### src/rtl/btb_ctrl.sv
// Clear sequencer and single write-port arbiter for the branch target buffer.
// Sweeps every entry to zero after reset or flush, defers one EX update during a sweep.
`timescale 1ns/1ps
module btb_ctrl #(
  parameter int IDX_W   = 7,
  parameter int ENTRIES = 128,
  parameter int TGT_W   = 32,
  parameter int CNT_W   = 16
) (
  input  logic               clk,
  input  logic               rst,
  input  logic               flush_req,
  input  logic               upd_valid,
  input  logic [IDX_W-1:0]   upd_idx,
  input  logic [TGT_W-1:0]   upd_target,
  input  logic               upd_taken,
  output logic               wr_en,
  output logic [IDX_W-1:0]   wr_idx,
  output logic [TGT_W:0]     wr_data,
  output logic               pred_enable,
  output logic               busy,
  output logic               flush_done,
  output logic [CNT_W-1:0]   drop_cnt,
  output logic               dbg_state_o
);

  typedef enum logic {S_SWEEP = 1'b0, S_IDLE = 1'b1} state_t;

  state_t             state_q, state_d;
  logic [IDX_W-1:0]   cnt_q, cnt_d;
  logic               pend_vld_q, pend_vld_d;
  logic [IDX_W-1:0]   pend_idx_q, pend_idx_d;
  logic [TGT_W:0]     pend_data_q, pend_data_d;
  logic               wr_en_q, wr_en_d;
  logic [IDX_W-1:0]   wr_idx_q, wr_idx_d;
  logic [TGT_W:0]     wr_data_q, wr_data_d;
  logic               pred_q, pred_d;
  logic               done_q, done_d;
  logic [CNT_W-1:0]   drop_q, drop_d;

  logic [TGT_W:0]     upd_word;
  logic               sweep_last;

  assign upd_word   = {upd_target, upd_taken};
  assign sweep_last = (cnt_q == IDX_W'(ENTRIES - 1));

  always_ff @(posedge clk or posedge rst) begin
    if (rst) begin
      state_q     <= S_SWEEP;
      cnt_q       <= '0;
      pend_vld_q  <= 1'b0;
      pend_idx_q  <= '0;
      pend_data_q <= '0;
      wr_en_q     <= 1'b0;
      wr_idx_q    <= '0;
      wr_data_q   <= '0;
      pred_q      <= 1'b0;
      done_q      <= 1'b0;
      drop_q      <= '0;
    end else begin
      state_q     <= state_d;
      cnt_q       <= cnt_d;
      pend_vld_q  <= pend_vld_d;
      pend_idx_q  <= pend_idx_d;
      pend_data_q <= pend_data_d;
      wr_en_q     <= wr_en_d;
      wr_idx_q    <= wr_idx_d;
      wr_data_q   <= wr_data_d;
      pred_q      <= pred_d;
      done_q      <= done_d;
      drop_q      <= drop_d;
    end
  end

  always_comb begin
    state_d     = state_q;
    cnt_d       = cnt_q;
    pend_vld_d  = pend_vld_q;
    pend_idx_d  = pend_idx_q;
    pend_data_d = pend_data_q;
    wr_en_d     = 1'b0;
    wr_idx_d    = wr_idx_q;
    wr_data_d   = wr_data_q;
    pred_d      = pred_q;
    done_d      = 1'b0;
    drop_d      = drop_q;

    case (state_q)
      S_SWEEP: begin
        wr_en_d   = 1'b1;
        wr_idx_d  = cnt_q;
        wr_data_d = '0;
        pred_d    = 1'b0;
        if (flush_req) begin
          // Restart: the aborted sweep never reports completion.
          cnt_d      = '0;
          pend_vld_d = 1'b0;
        end else begin
          cnt_d = cnt_q + IDX_W'(1);
          if (sweep_last) begin
            state_d = S_IDLE;
            done_d  = 1'b1;
          end
          if (upd_valid) begin
            if (!pend_vld_q) begin
              pend_vld_d  = 1'b1;
              pend_idx_d  = upd_idx;
              pend_data_d = upd_word;
            end else if (drop_q != '1) begin
              drop_d = drop_q + CNT_W'(1);
            end
          end
        end
      end
      S_IDLE: begin
        pred_d = 1'b1;
        if (flush_req) begin
          state_d    = S_SWEEP;
          cnt_d      = '0;
          pred_d     = 1'b0;
          pend_vld_d = 1'b0;
        end else if (pend_vld_q) begin
          // Deferred update drains first so writes stay in arrival order.
          wr_en_d    = 1'b1;
          wr_idx_d   = pend_idx_q;
          wr_data_d  = pend_data_q;
          pend_vld_d = upd_valid;
          if (upd_valid) begin
            pend_idx_d  = upd_idx;
            pend_data_d = upd_word;
          end
        end else if (upd_valid) begin
          wr_en_d   = 1'b1;
          wr_idx_d  = upd_idx;
          wr_data_d = upd_word;
        end
      end
      default: state_d = S_SWEEP;
    endcase
  end

  assign wr_en       = wr_en_q;
  assign wr_idx      = wr_idx_q;
  assign wr_data     = wr_data_q;
  assign pred_enable = pred_q;
  assign busy        = !pred_q;
  assign flush_done  = done_q;
  assign drop_cnt    = drop_q;
  assign dbg_state_o = state_q;

endmodule

### config.mk
export PLATFORM = sky130hd
export DESIGN_NAME = btb_ctrl
export DESIGN_NICKNAME = d
export VERILOG_FILES = /design/src/rtl/btb_ctrl.sv
export SDC_FILE = /design/constraint.sdc
export NUM_CORES = 1
export LEC_CHECK = 0
export CAP_MARGIN = 20
export CORE_ASPECT_RATIO = 1.2
export CORE_MARGIN = 5
export CORE_UTILIZATION = 35
export DETAILED_ROUTE_END_ITERATION = 10
export HOLD_SLACK_MARGIN = 0.15
export PLACE_DENSITY = 0.65
export SLEW_MARGIN = 25
export SYNTH_ARGS = -nofsm -noshare
export SYNTH_HDL_FRONTEND = slang
export SYNTH_SLANG_ARGS = --single-unit
### constraint.sdc
create_clock -name clk -period 5.3 [get_ports clk]
set_input_delay 1.59 -clock clk [delete_from_list [all_inputs] [get_ports clk]]
set_output_delay 1.59 -clock clk [all_outputs]
set_load 0.1 [all_outputs]
==> impl_metrics.prom <==
# TYPE chip_impl_metric gauge
chip_impl_metric{name="power.clock.fraction",unit=""} 0.347
chip_impl_metric{name="post_drt_via_cell_ratio",unit=""} 5.03
chip_impl_metric{name="p_leak",unit="nW"} 2.83
chip_impl_info{name="cp_cell_sequence",value="clkdlybuf4s50_1"} 1
chip_impl_info{name="run_status",value="finished clean"} 1
chip_impl_metric{name="cp_data_required_time",unit="ns"} 3.71
chip_impl_info{name="timing.critical_path.from_type",value="flop"} 1
chip_impl_metric{name="setup_violations",unit=""} 0
chip_impl_metric{name="routed-via-count",unit=""} 3503
chip_impl_info{name="ys.flop_type",value="sky130_fd_sc_hd__dfrtp_1"} 1
chip_impl_metric{name="place.detailed.hpwl",unit="mm"} 7.66
chip_impl_metric{name="yosysSeqAreaShare",unit=""} 0.551
chip_impl_metric{name="gr-usage-all-layers",unit=""} 0.141
chip_impl_info{name="ctsRootBufferMaster",value="sky130_fd_sc_hd__clkbuf_16"} 1
chip_impl_metric{name="design.final.nets",unit=""} 566
chip_impl_metric{name="start_util",unit=""} 0.356
chip_impl_metric{name="final_max_slew_viol_count",unit=""} 0
chip_impl_metric{name="p_int",unit="W"} 0.00144
chip_impl_metric{name="critPathBufInv",unit=""} 1
chip_impl_metric{name="synth_nets",unit=""} 469
chip_impl_metric{name="route.antenna.remaining_nets",unit=""} 0
chip_impl_metric{name="clock_insertion_delay_worst_skew",unit="ns"} 0.34
chip_impl_metric{name="clk_transition_reported_paths",unit="ns"} 0.07
chip_impl_metric{name="antenna_found_initial",unit=""} 0
chip_impl_info{name="crit_type",value="flop to primary output"} 1
chip_impl_metric{name="post_cts_hold_buffers",unit=""} 0
chip_impl_metric{name="ys_ff_latch",unit=""} 108
chip_impl_metric{name="cpPeakStageDelay",unit="ns"} 1.19
chip_impl_metric{name="chipHeight",unit="um"} 140
chip_impl_metric{name="clock-sinks",unit=""} 108
chip_impl_metric{name="areaGrowthSynthToFinish",unit="%"} 30.8
chip_impl_metric{name="std_cell_rows",unit=""} 47
chip_impl_metric{name="timing.slew.headroom",unit=""} 0.304
chip_impl_info{name="hp-class",value="flop to flop"} 1
chip_impl_metric{name="firstDrtPassIters",unit=""} 4
chip_impl_metric{name="grt_pass1_vias",unit=""} 3781
chip_impl_metric{name="hold_viol_final",unit=""} 0
chip_impl_metric{name="core",unit="mm^2"} 0.0138
chip_impl_metric{name="cellPowerDensity",unit="mW/mm^2"} 316
chip_impl_metric{name="synthesis.area",unit="mm^2"} 0.00490
chip_impl_metric{name="num-fill-cells",unit=""} 1324
chip_impl_metric{name="peakVddDrop",unit="V"} 0.000371
chip_impl_metric{name="drt_iter0_drc",unit=""} 156
chip_impl_metric{name="p_switching",unit="W"} 0.000586
chip_impl_metric{name="die_w",unit="um"} 118
chip_impl_metric{name="cp.arrival",unit="ns"} 2.02
chip_impl_info{name="unrepaired_setup_endpoints_after_global_routing",value="false"} 1
chip_impl_metric{name="area.sequential",unit="mm^2"} 0.00271
chip_impl_metric{name="finalWirelength",unit="mm"} 11.4
chip_impl_metric{name="diodes",unit=""} 0
chip_impl_metric{name="power.sequential.fraction",unit=""} 0.479
chip_impl_metric{name="multi_input_combinational_cell_area",unit="mm^2"} 0.00206
chip_impl_metric{name="critical_path_peak_fanout",unit=""} 5
chip_impl_metric{name="sw_frac_of_total",unit=""} 0.290
chip_impl_metric{name="route.detailed.drc",unit=""} 0
chip_impl_metric{name="final_layout_size_suffix_gt1_frac",unit=""} 0.194
chip_impl_metric{name="synth_edf_count",unit=""} 0
chip_impl_metric{name="worst_slack",unit="ns"} 1.69
chip_impl_metric{name="finalCritPeriodShare",unit=""} 0.681
chip_impl_metric{name="cts_max_level",unit=""} 3
chip_impl_info{name="tritoncts",value="yes"} 1
chip_impl_metric{name="period_needed",unit="ns"} 3.61
chip_impl_metric{name="avgSynthCellArea",unit="um^2"} 11.6
chip_impl_metric{name="io_buffer_count",unit=""} 104
chip_impl_metric{name="power.combinational.fraction",unit=""} 0.174
chip_impl_metric{name="routabilityCongestion",unit=""} 0.780
chip_impl_metric{name="ctsLongestPathBuffers",unit=""} 2
chip_impl_metric{name="cts_setup_buffers",unit=""} 0
chip_impl_metric{name="global_route_wire_length_before_repair",unit="mm"} 19.2
chip_impl_metric{name="post_synth_inst_count",unit=""} 423
chip_impl_metric{name="cts_inserted_buffers",unit=""} 9
chip_impl_metric{name="die_area",unit="mm^2"} 0.0165
chip_impl_metric{name="synth-async-reset-ratio",unit=""} 1.00
chip_impl_metric{name="synth_cell_type_count",unit=""} 41
chip_impl_info{name="crit_slowest_cell",value="sky130_fd_sc_hd__clkdlybuf4s50_1"} 1
chip_impl_metric{name="ys_warn_count",unit=""} 0
chip_impl_metric{name="floorplan.io_pins",unit=""} 105
chip_impl_metric{name="max_clock_freq",unit="MHz"} 277
chip_impl_metric{name="grt_start_max_net_pins",unit=""} 85
chip_impl_metric{name="post-place-ws",unit="ns"} 1.44
chip_impl_info{name="critical_path.top_delay_family",value="buffers and inverters"} 1
chip_impl_info{name="crit_path_end_kind",value="primary output"} 1
chip_impl_metric{name="wl_per_cell",unit="um"} 16.4
chip_impl_metric{name="fin_worst_skew",unit="ns"} 0.00723
chip_impl_metric{name="postCtsResizedCells",unit=""} 0
chip_impl_metric{name="gr-total-overflow",unit=""} 0
chip_impl_metric{name="worst_slew_pin_slew",unit="ns"} 1.04
chip_impl_metric{name="cap_viol_max_count",unit=""} 0
chip_impl_metric{name="final.setup.tns",unit="ns"} 0
[layout by cell type, fill, tap and decap left out, types with 2 or more instances in the layout]
cell type / instances
sky130_fd_sc_hd__and3_1: 2
sky130_fd_sc_hd__o21ai_0: 7
sky130_fd_sc_hd__inv_1: 10
sky130_fd_sc_hd__nand4_1: 5
sky130_fd_sc_hd__a21oi_1: 6
sky130_fd_sc_hd__mux2_2: 69
sky130_fd_sc_hd__dfrtp_1: 107
sky130_fd_sc_hd__nand2b_1: 2
sky130_fd_sc_hd__or3_1: 2
sky130_fd_sc_hd__a31oi_1: 2
sky130_fd_sc_hd__nand2_1: 73
sky130_fd_sc_hd__clkinv_4: 2
sky130_fd_sc_hd__nor3_1: 2
sky130_fd_sc_hd__mux2i_1: 16
sky130_fd_sc_hd__nor2_1: 12
sky130_fd_sc_hd__clkbuf_16: 9
sky130_fd_sc_hd__ha_1: 2
sky130_fd_sc_hd__and4_1: 3
sky130_fd_sc_hd__nand3_1: 35
sky130_fd_sc_hd__nor2b_1: 4
sky130_fd_sc_hd__xor2_1: 9
sky130_fd_sc_hd__or2_2: 2
sky130_fd_sc_hd__nor4b_1: 2
sky130_fd_sc_hd__clkdlybuf4s50_1: 104
sky130_fd_sc_hd__inv_6: 3
sky130_fd_sc_hd__o221ai_1: 6
sky130_fd_sc_hd__xnor2_1: 4
sky130_fd_sc_hd__buf_4: 4
sky130_fd_sc_hd__nor4_4: 2
[path summary, 6_finish.rpt]
kind / to / startpoint / depth (start not counted) / slack [ns]
min in group asynchronous: drop_cnt[6] / rst / 2 / 1.76
max reg2reg: wr_data[28] / pend_vld_q / 6 / 2.89
min reg2reg: wr_data[21] / wr_data[21] / 2 / 0.48
max: drop_cnt[2] / drop_cnt[2] / 1 / 1.69
max in group asynchronous: pend_vld_q / rst / 3 / 2.63
min: wr_data[21] / wr_data[21] / 2 / 0.48
[power groups by stage]
stage                     Clock [W]  Combinational [W]  Sequential (W)
after floorplan                   0           0.000153         0.00108
after global placement            0           0.000351        0.000979
after detailed placement          0           0.000357        0.000986
after CTS                  0.000723           0.000358        0.000969
after global routing       0.000753           0.000380        0.000980
final                      0.000702           0.000353        0.000969
[synthesized netlist by cell type (2+ instances only)]
master | number | area (um^2)
sky130_fd_sc_hd__nor2_1 | 12 | 45.0
sky130_fd_sc_hd__nand2b_1 | 2 | 12.5
sky130_fd_sc_hd__nor3_1 | 2 | 10.0
sky130_fd_sc_hd__nand4_1 | 5 | 31.3
sky130_fd_sc_hd__nor4b_1 | 2 | 17.5
sky130_fd_sc_hd__nor2b_1 | 4 | 25.0
sky130_fd_sc_hd__nand3_1 | 35 | 175
sky130_fd_sc_hd__mux2_2 | 69 | 777
sky130_fd_sc_hd__and3_1 | 2 | 12.5
sky130_fd_sc_hd__mux2i_1 | 16 | 160
sky130_fd_sc_hd__buf_2 | 5 | 25.0
sky130_fd_sc_hd__a21oi_1 | 6 | 30.0
sky130_fd_sc_hd__dfrtp_1 | 108 | 2700
sky130_fd_sc_hd__xnor2_1 | 4 | 35.0
sky130_fd_sc_hd__xor2_1 | 9 | 78.8
sky130_fd_sc_hd__o21a_1 | 2 | 15.0
sky130_fd_sc_hd__a31oi_1 | 2 | 12.5
sky130_fd_sc_hd__or2_2 | 2 | 12.5
sky130_fd_sc_hd__clkbuf_1 | 11 | 41.3
sky130_fd_sc_hd__o221ai_1 | 6 | 52.6
sky130_fd_sc_hd__buf_1 | 5 | 18.8
sky130_fd_sc_hd__inv_1 | 11 | 41.3
sky130_fd_sc_hd__o21ai_0 | 8 | 40.0
sky130_fd_sc_hd__nand2_1 | 73 | 274
sky130_fd_sc_hd__ha_1 | 2 | 25.0
sky130_fd_sc_hd__and4_1 | 3 | 26.3
sky130_fd_sc_hd__nor4_4 | 2 | 42.5
sky130_fd_sc_hd__or3_1 | 2 | 12.5
[cells by family (layout without fill, tap and decap cells)]
family,after synthesis,after routing,share of synthesized area
multiplexers,85,85,0.191
AND/OR/NAND/NOR,153,153,0.162
adder cells (fa/ha/maj),2,2,0.00510
flip-flops,108,108,0.551
AO/OA/AOI/OAI,28,28,0.0390
buffers and inverters,34,136,0.0281
XOR/XNOR,13,13,0.0232
[routing by layer]
metal | part of all wire | routed length (um) | vias up | track usage
met1 | 0.44 | 5030 | 1743 | 0.179
met4 | 0.013 | 147 | 0 | 0.0453
met5 | 0 | 0 | - | 0
li1 | - | - | 1663 | -
met3 | 0.060 | 687 | 11 | 0.0450
met2 | 0.49 | 5570 | 86 | 0.230
[state kept, by name (all words and copies together), names as in the netlist]
signal,count
cnt_q,7
dbg_state_o,1
drop_cnt,16
flush_done,1
pend_data_q,33
pend_idx_q,7
pend_vld_q,1
pred_enable,1
wr_data,33
wr_en,1
wr_idx,7
[through the flow]
step / hold slack (ns) / instance area, um^2 / std cells / power, W / util
3_5_place_dp: 0.460 / 6100 / 680 / 0.00134 / 0.443
2_1_floorplan: 0.474 / 4900 / 423 / 0.00123 / -
6_report: 0.480 / 6410 / 696 / 0.00202 / 0.466
3_3_place_gp: 0.462 / 6100 / 680 / 0.00133 / 0.443
5_1_grt: 0.492 / 6410 / 696 / 0.00211 / 0.466
4_1_cts: 0.481 / 6410 / 696 / 0.00205 / 0.466
[cell type report]
type,count,share of cell area
clock buffer,10,0.0373
clock inverter,6,0.0109
inverter,12,0.00780
multi-input combinational,281,0.322
sequential,108,0.422
tap,171,0.0334
timing repair buffer,108,0.167
Note: power is estimated with default switching activity, not from simulation.
==> edit 1 (same settings) <==
Change the parameter `IDX_W` from 7 to 6.
--- a/src/rtl/btb_ctrl.sv
+++ b/src/rtl/btb_ctrl.sv
@@ -2,7 +2,7 @@
 // Sweeps every entry to zero after reset or flush, defers one EX update during a sweep.
 `timescale 1ns/1ps
 module btb_ctrl #(
-  parameter int IDX_W   = 7,
+  parameter int IDX_W   = 6,
   parameter int ENTRIES = 128,
   parameter int TGT_W   = 32,
   parameter int CNT_W   = 16
Interface: changed (resized upd_idx and wr_idx); port bits go from 105 to 103. The function was not compared with the original's and may differ.
==> edit 1 against the unedited design <==
  * Sequential cell count is 3 lower
  * Total power increased by 0.46%
  * Wire length decreased by 7.3%
  * Clock power down 1%
  * Worst setup slack better by 0.053 ns
  * Clock skew hardly changed
  * Die area down 3.8%
  * Synthesized area is 4.1% lower
  * Cell area decreased by 3.6%
  * Critical path depth unchanged
==> edit 1: results (changes against the unedited design) <==
stage;metric;value;unit;change
status;status;complete, no violations;;unchanged
route;met1_length;4.47;mm;was 5.03 mm
layout;drive_gt1_frac;0.191;;was 0.194
power;leakage;2.78;nW;was 2.83 nW
critical_path;rrSetupSlack;3.04;ns;was 2.89 ns
critical_path;r2r.worst_path.cells;5;;was 6
route;drt_iter0_markers;167;;was 156
route;via_per_inst;4.93;;was 5.03
layout;nets;547;;was 566
power;vdd_drop_max;320;uV;was 371 uV
global_routing;grt_pass1_wl;17.4;mm;was 19.2 mm
power;p_seq;0.948;mW;was 0.969 mW
power;switchingPower;0.578;mW;was 0.586 mW
route;wire_per_inst;15.7;um;was 16.4 um
synth;yosysSeqAreaShare;0.559;;was 0.551
synth;synth_cells;407;;was 423
synth;synthTopCellsByArea;dfrtp_1 56%, mux2_2 16%, nand2_1 5.7%;;was dfrtp_1 55%, mux2_2 16%, nand2_1 5.6%
timing;skew;0.00679;ns;was 0.00723 ns
critical_path;reg2reg_to;wr_data[16];;was wr_data[28]
placed_design;dp_hpwl;7.24;mm;was 7.66 mm
route;wl_met3;606;um;was 687 um
global_routing;grt_use_met1;0.172;;was 0.179
power;p_comb_frac;0.192;;was 0.174
route;wl_met2;5.30;mm;was 5.57 mm
timing;tightest_slew;1.00;ns;was 1.04 ns
hold_path;worstHoldStart;wr_data[29];;was wr_data[21]
-- edit 1: cell count changes in the layout (fill, tap and decap cells not counted), sizes merged, moves of 3 or more --
cell / before / now
nand4: 6 / 3
nor4: 3 / 7
a21oi: 6 / 2
clkdlybuf4s50: 104 / 101
dfrtp: 108 / 105
inv: 14 / 9
nor3: 2 / 5
xor2: 9 / 14
mux2i: 16 / 12
-- edit 1: logic make-up (layout without fill, tap and decap cells) --
kind of cell,count (synthesis),after routing,share of synthesized area
buf+inv,32,132,0.0295
flops,105,105,0.559
compound gates,17,17,0.0261
fa+ha+maj,2,2,0.00532
mux,80,80,0.188
simple gates,152,152,0.156
xor+xnor,19,19,0.0354
-- edit 1: per-stage QoR --
step                cell area, um^2  power, mW  setup slack, ns  hold slack (ns)
finish                         6180       2.03             1.75            0.467
detailed placement             5870       1.36             1.60            0.455
global placement               5870       1.35             1.68            0.456
global route                   6180       2.13             1.69            0.493
CTS                            6180       2.06             1.73            0.472
floorplan                      4700       1.24            0.949            0.474
-- edit 1: worst max path at each step --
stage,from,to
floorplan,rst,cnt_q[0]
global placement,flush_req,wr_data[4]
detailed placement,flush_req,wr_data[16]
CTS,drop_cnt[5],drop_cnt[5]
global route,drop_cnt[5],drop_cnt[5]
finish,drop_cnt[5],drop_cnt[5]
-- edit 1: area by class of cell --
class,instances,share of cell area
Clock inverter,5,0.0132
Clock buffer,11,0.0376
Timing Repair Buffer,107,0.171
Tap cell,168,0.0340
Inverter,9,0.00587
Sequential cell,105,0.426
Multi-Input combinational cell,270,0.313
-- edit 1: worst min-delay path, cell delays in order, from the launching register on --
cell and delay, ns:
dfrtp_1 0.34, nand2_1 0.05, nand2_1 0.05
==> edit 2 (same settings) <==
Without the edit above. Register the input `upd_target` before use. The logic sees it one clock later. The other inputs are not delayed to match.
--- a/src/rtl/btb_ctrl.sv
+++ b/src/rtl/btb_ctrl.sv
@@ -26,6 +26,12 @@
 
   typedef enum logic {S_SWEEP = 1'b0, S_IDLE = 1'b1} state_t;
 
+  logic [TGT_W-1:0] upd_target_q;
+
+  always_ff @(posedge clk) begin
+    upd_target_q <= upd_target;
+  end
+
   state_t             state_q, state_d;
   logic [IDX_W-1:0]   cnt_q, cnt_d;
   logic               pend_vld_q, pend_vld_d;
@@ -41,7 +47,7 @@
   logic [TGT_W:0]     upd_word;
   logic               sweep_last;
 
-  assign upd_word   = {upd_target, upd_taken};
+  assign upd_word   = {upd_target_q, upd_taken};
   assign sweep_last = (cnt_q == IDX_W'(ENTRIES - 1));
 
   always_ff @(posedge clk or posedge rst) begin
Formal check against the unedited RTL: no difference found for any inputs over 4 cycles, from zero or initial values and one cycle with rst high; that may be too few to reach the edited logic, so the function may still have changed.
==> edit 2 against the unedited design <==
  * Die area grew 11%
  * Final cell count is 11% higher
  * Worst setup slack got worse by 0.60 ns
  * Core utilization grew 0.95 points
  * Sequential cell count increased by 32
  * Total power is 42% higher
  * Synthesized area increased by 11%
  * First-iteration DRC count rose by 13%
  * Maximum frequency is 14% lower
  * Wire length rose by 3.0%
  * Cell area increased by 15%
  * Critical path type unchanged
  * Critical endpoint is now dbg_state_o
  * Highest routed layer unchanged
==> edit 2: results (changes against the unedited design) <==
stage;metric;value;unit;change
status;status;complete, no violations;;unchanged
timing;skew;0.00678;ns;was 0.00723 ns
critical_path;cp_max_fo;44;;was 5
layout;nets;600;;was 566
critical_path;critPathTopFamily;buffers and inverters;;unchanged
global_routing;antenna_found_initial;0;;unchanged
clock_network;clockBufferDepth;2;;unchanged
timing;relSlewSlack;0.322;;was 0.304
route;vias;3618;;was 3503
clock_network;htree_levels;4;;was 3
global_routing;grtUsageTotal;0.140;;was 0.141
route;drt_iter0_markers;176;;was 156
layout;drive_gt1_frac;0.196;;was 0.194
synth;synthTopCellsByArea;dfrtp_1 49%, mux2_2 13%, dfxtp_1 12%;;was dfrtp_1 55%, mux2_2 16%, nand2_1 5.6%
synth;synthArstFlopShare;0.771;;was 1.00
critical_path;slowest_delay;1.29;ns;was 1.19 ns
clock_network;cts_setup_buffers;0;;unchanged
critical_path;cp.arrival;2.61;ns;was 2.02 ns
flow_run;max_cap_violations;0;;unchanged
synth;yosysUniqueCellTypes;39;;was 41
global_routing;grt_max_degree;66;;was 85
hold_path;min_path_type;flop to flop;;unchanged
placed_design;dpl_cell_area;6710;um^2;was 6100 um^2
synth;yosysSeqAreaShare;0.612;;was 0.551
clock_network;cts_root_buf;clkbuf_16;;unchanged
synth;synthFlopType;dfrtp_1;;unchanged
critical_path;slowest_stage;clkdlybuf4s50_1;;unchanged
clock_network;ctsResizeCount;0;;unchanged
clock_network;numCtsBuffers;17;;was 9
synth;ys_warn_count;0;;unchanged
power;netSwitchingFraction;0.256;;was 0.290
power;leakage;3.26;nW;was 2.83 nW
route;dr.pass1.iters;4;;unchanged
layout;diodes;0;;unchanged
synth;syn-num-nets;494;;was 469
placed_design;io_buffers;104;;unchanged
clock_network;clk_pin_slew;0.06;ns;
placed_design;dp_hpwl;8.04;mm;was 7.66 mm
synth;ys_top_cells_by_count;108 x dfrtp_1, 74 x nand2_1, 63 x mux2_2, 32 x dfxtp_1, 30 x nand3_1;;was 108 x dfrtp_1, 73 x nand2_1, 69 x mux2_2, 35 x nand3_1, 16 x mux2i_1
global_routing;grt_pass1_wl;20.1;mm;was 19.2 mm
clock_network;clkLatencyLatePin;0.42;ns;was 0.34 ns
placed_design;gp_congestion;0.819;;was 0.780
global_routing;grt_pass1_vias;3953;;was 3781
route;wire_per_inst;15.2;um;was 16.4 um
layout;n_fill_cell;1425;;was 1324
placed_design;place_ws;1.31;ns;was 1.44 ns
power;vdd_drop_max;175;uV;was 371 uV
## edit 2: cell count changes in the layout (fill, tap and decap cells not counted), sizes merged, moves of 3 or more
cell and change:
dfxtp +32, clkbuf +11, bufinv +3, nand3 -3, nor3 +3, xor2 +3
## edit 2: through the flow
step / hold slack (ns) / instances / util
floorplan: 0.437 / 448 / -
global route: 0.498 / 775 / 0.476
CTS: 0.472 / 775 / 0.475
finish: 0.463 / 775 / 0.476
detailed placement: 0.459 / 743 / 0.434
global placement: 0.456 / 743 / 0.434
## edit 2: worst reg2reg max path, delay by kind of cell (launching register included)
kind                   cells  cell delay, ns
AND/OR/NAND/NOR            2            0.87
buffers and inverters      1            0.48
multiplexers               1            0.33
flip-flops                 1            0.88
## edit 2: power by group through the flow
stage / registers (mW) / clock network (mW) / logic [mW]
after floorplan: 1.36 / 0 / 0.159
after global placement: 1.24 / 0 / 0.379
after detailed placement: 1.25 / 0 / 0.389
after CTS: 1.23 / 1.29 / 0.391
after global routing: 1.24 / 1.34 / 0.414
final: 1.23 / 1.26 / 0.385
## edit 2: cell type report
type / count / share of cell area
repair buffers: 109 / 0.147
clock inverters: 11 / 0.0223
clock buffers: 21 / 0.0640
multi-input cells: 275 / 0.270
well taps: 208 / 0.0354
inverters: 11 / 0.00596
flip-flops and latches: 140 / 0.456
## edit 2: cell families after synthesis
family,count (synthesis),share of synthesized area
simple gates,147,0.132
compound gates,26,0.0314
flops,140,0.612
fa+ha+maj,2,0.00458
xor+xnor,18,0.0289
buf+inv,33,0.0257
mux,82,0.166
## edit 2: path summary, 6_finish.rpt
path	end	cells after the start	slack (ns)	start
setup / recovery	dbg_state_o	1	1.10	dbg_state_o
hold / removal	wr_data[9]	2	0.46	wr_data[9]
setup reg to reg	pend_data_q[30]	4	2.61	dbg_state_o
hold reg to reg	wr_data[9]	2	0.46	wr_data[9]
max in group asynchronous	wr_data[18]	3	2.76	rst
min in group asynchronous	drop_cnt[0]	2	1.70	rst
## edit 2: routing by layer
| layer | GRT usage | wire (um) | part of all wire |
|---|---|---|---|
| met1 | 0.173 | 5020 | 0.43 |
| met2 | 0.229 | 5880 | 0.50 |
| met3 | 0.0451 | 683 | 0.058 |
| met4 | 0.0504 | 205 | 0.017 |
| met5 | 0 | 0 | 0 |
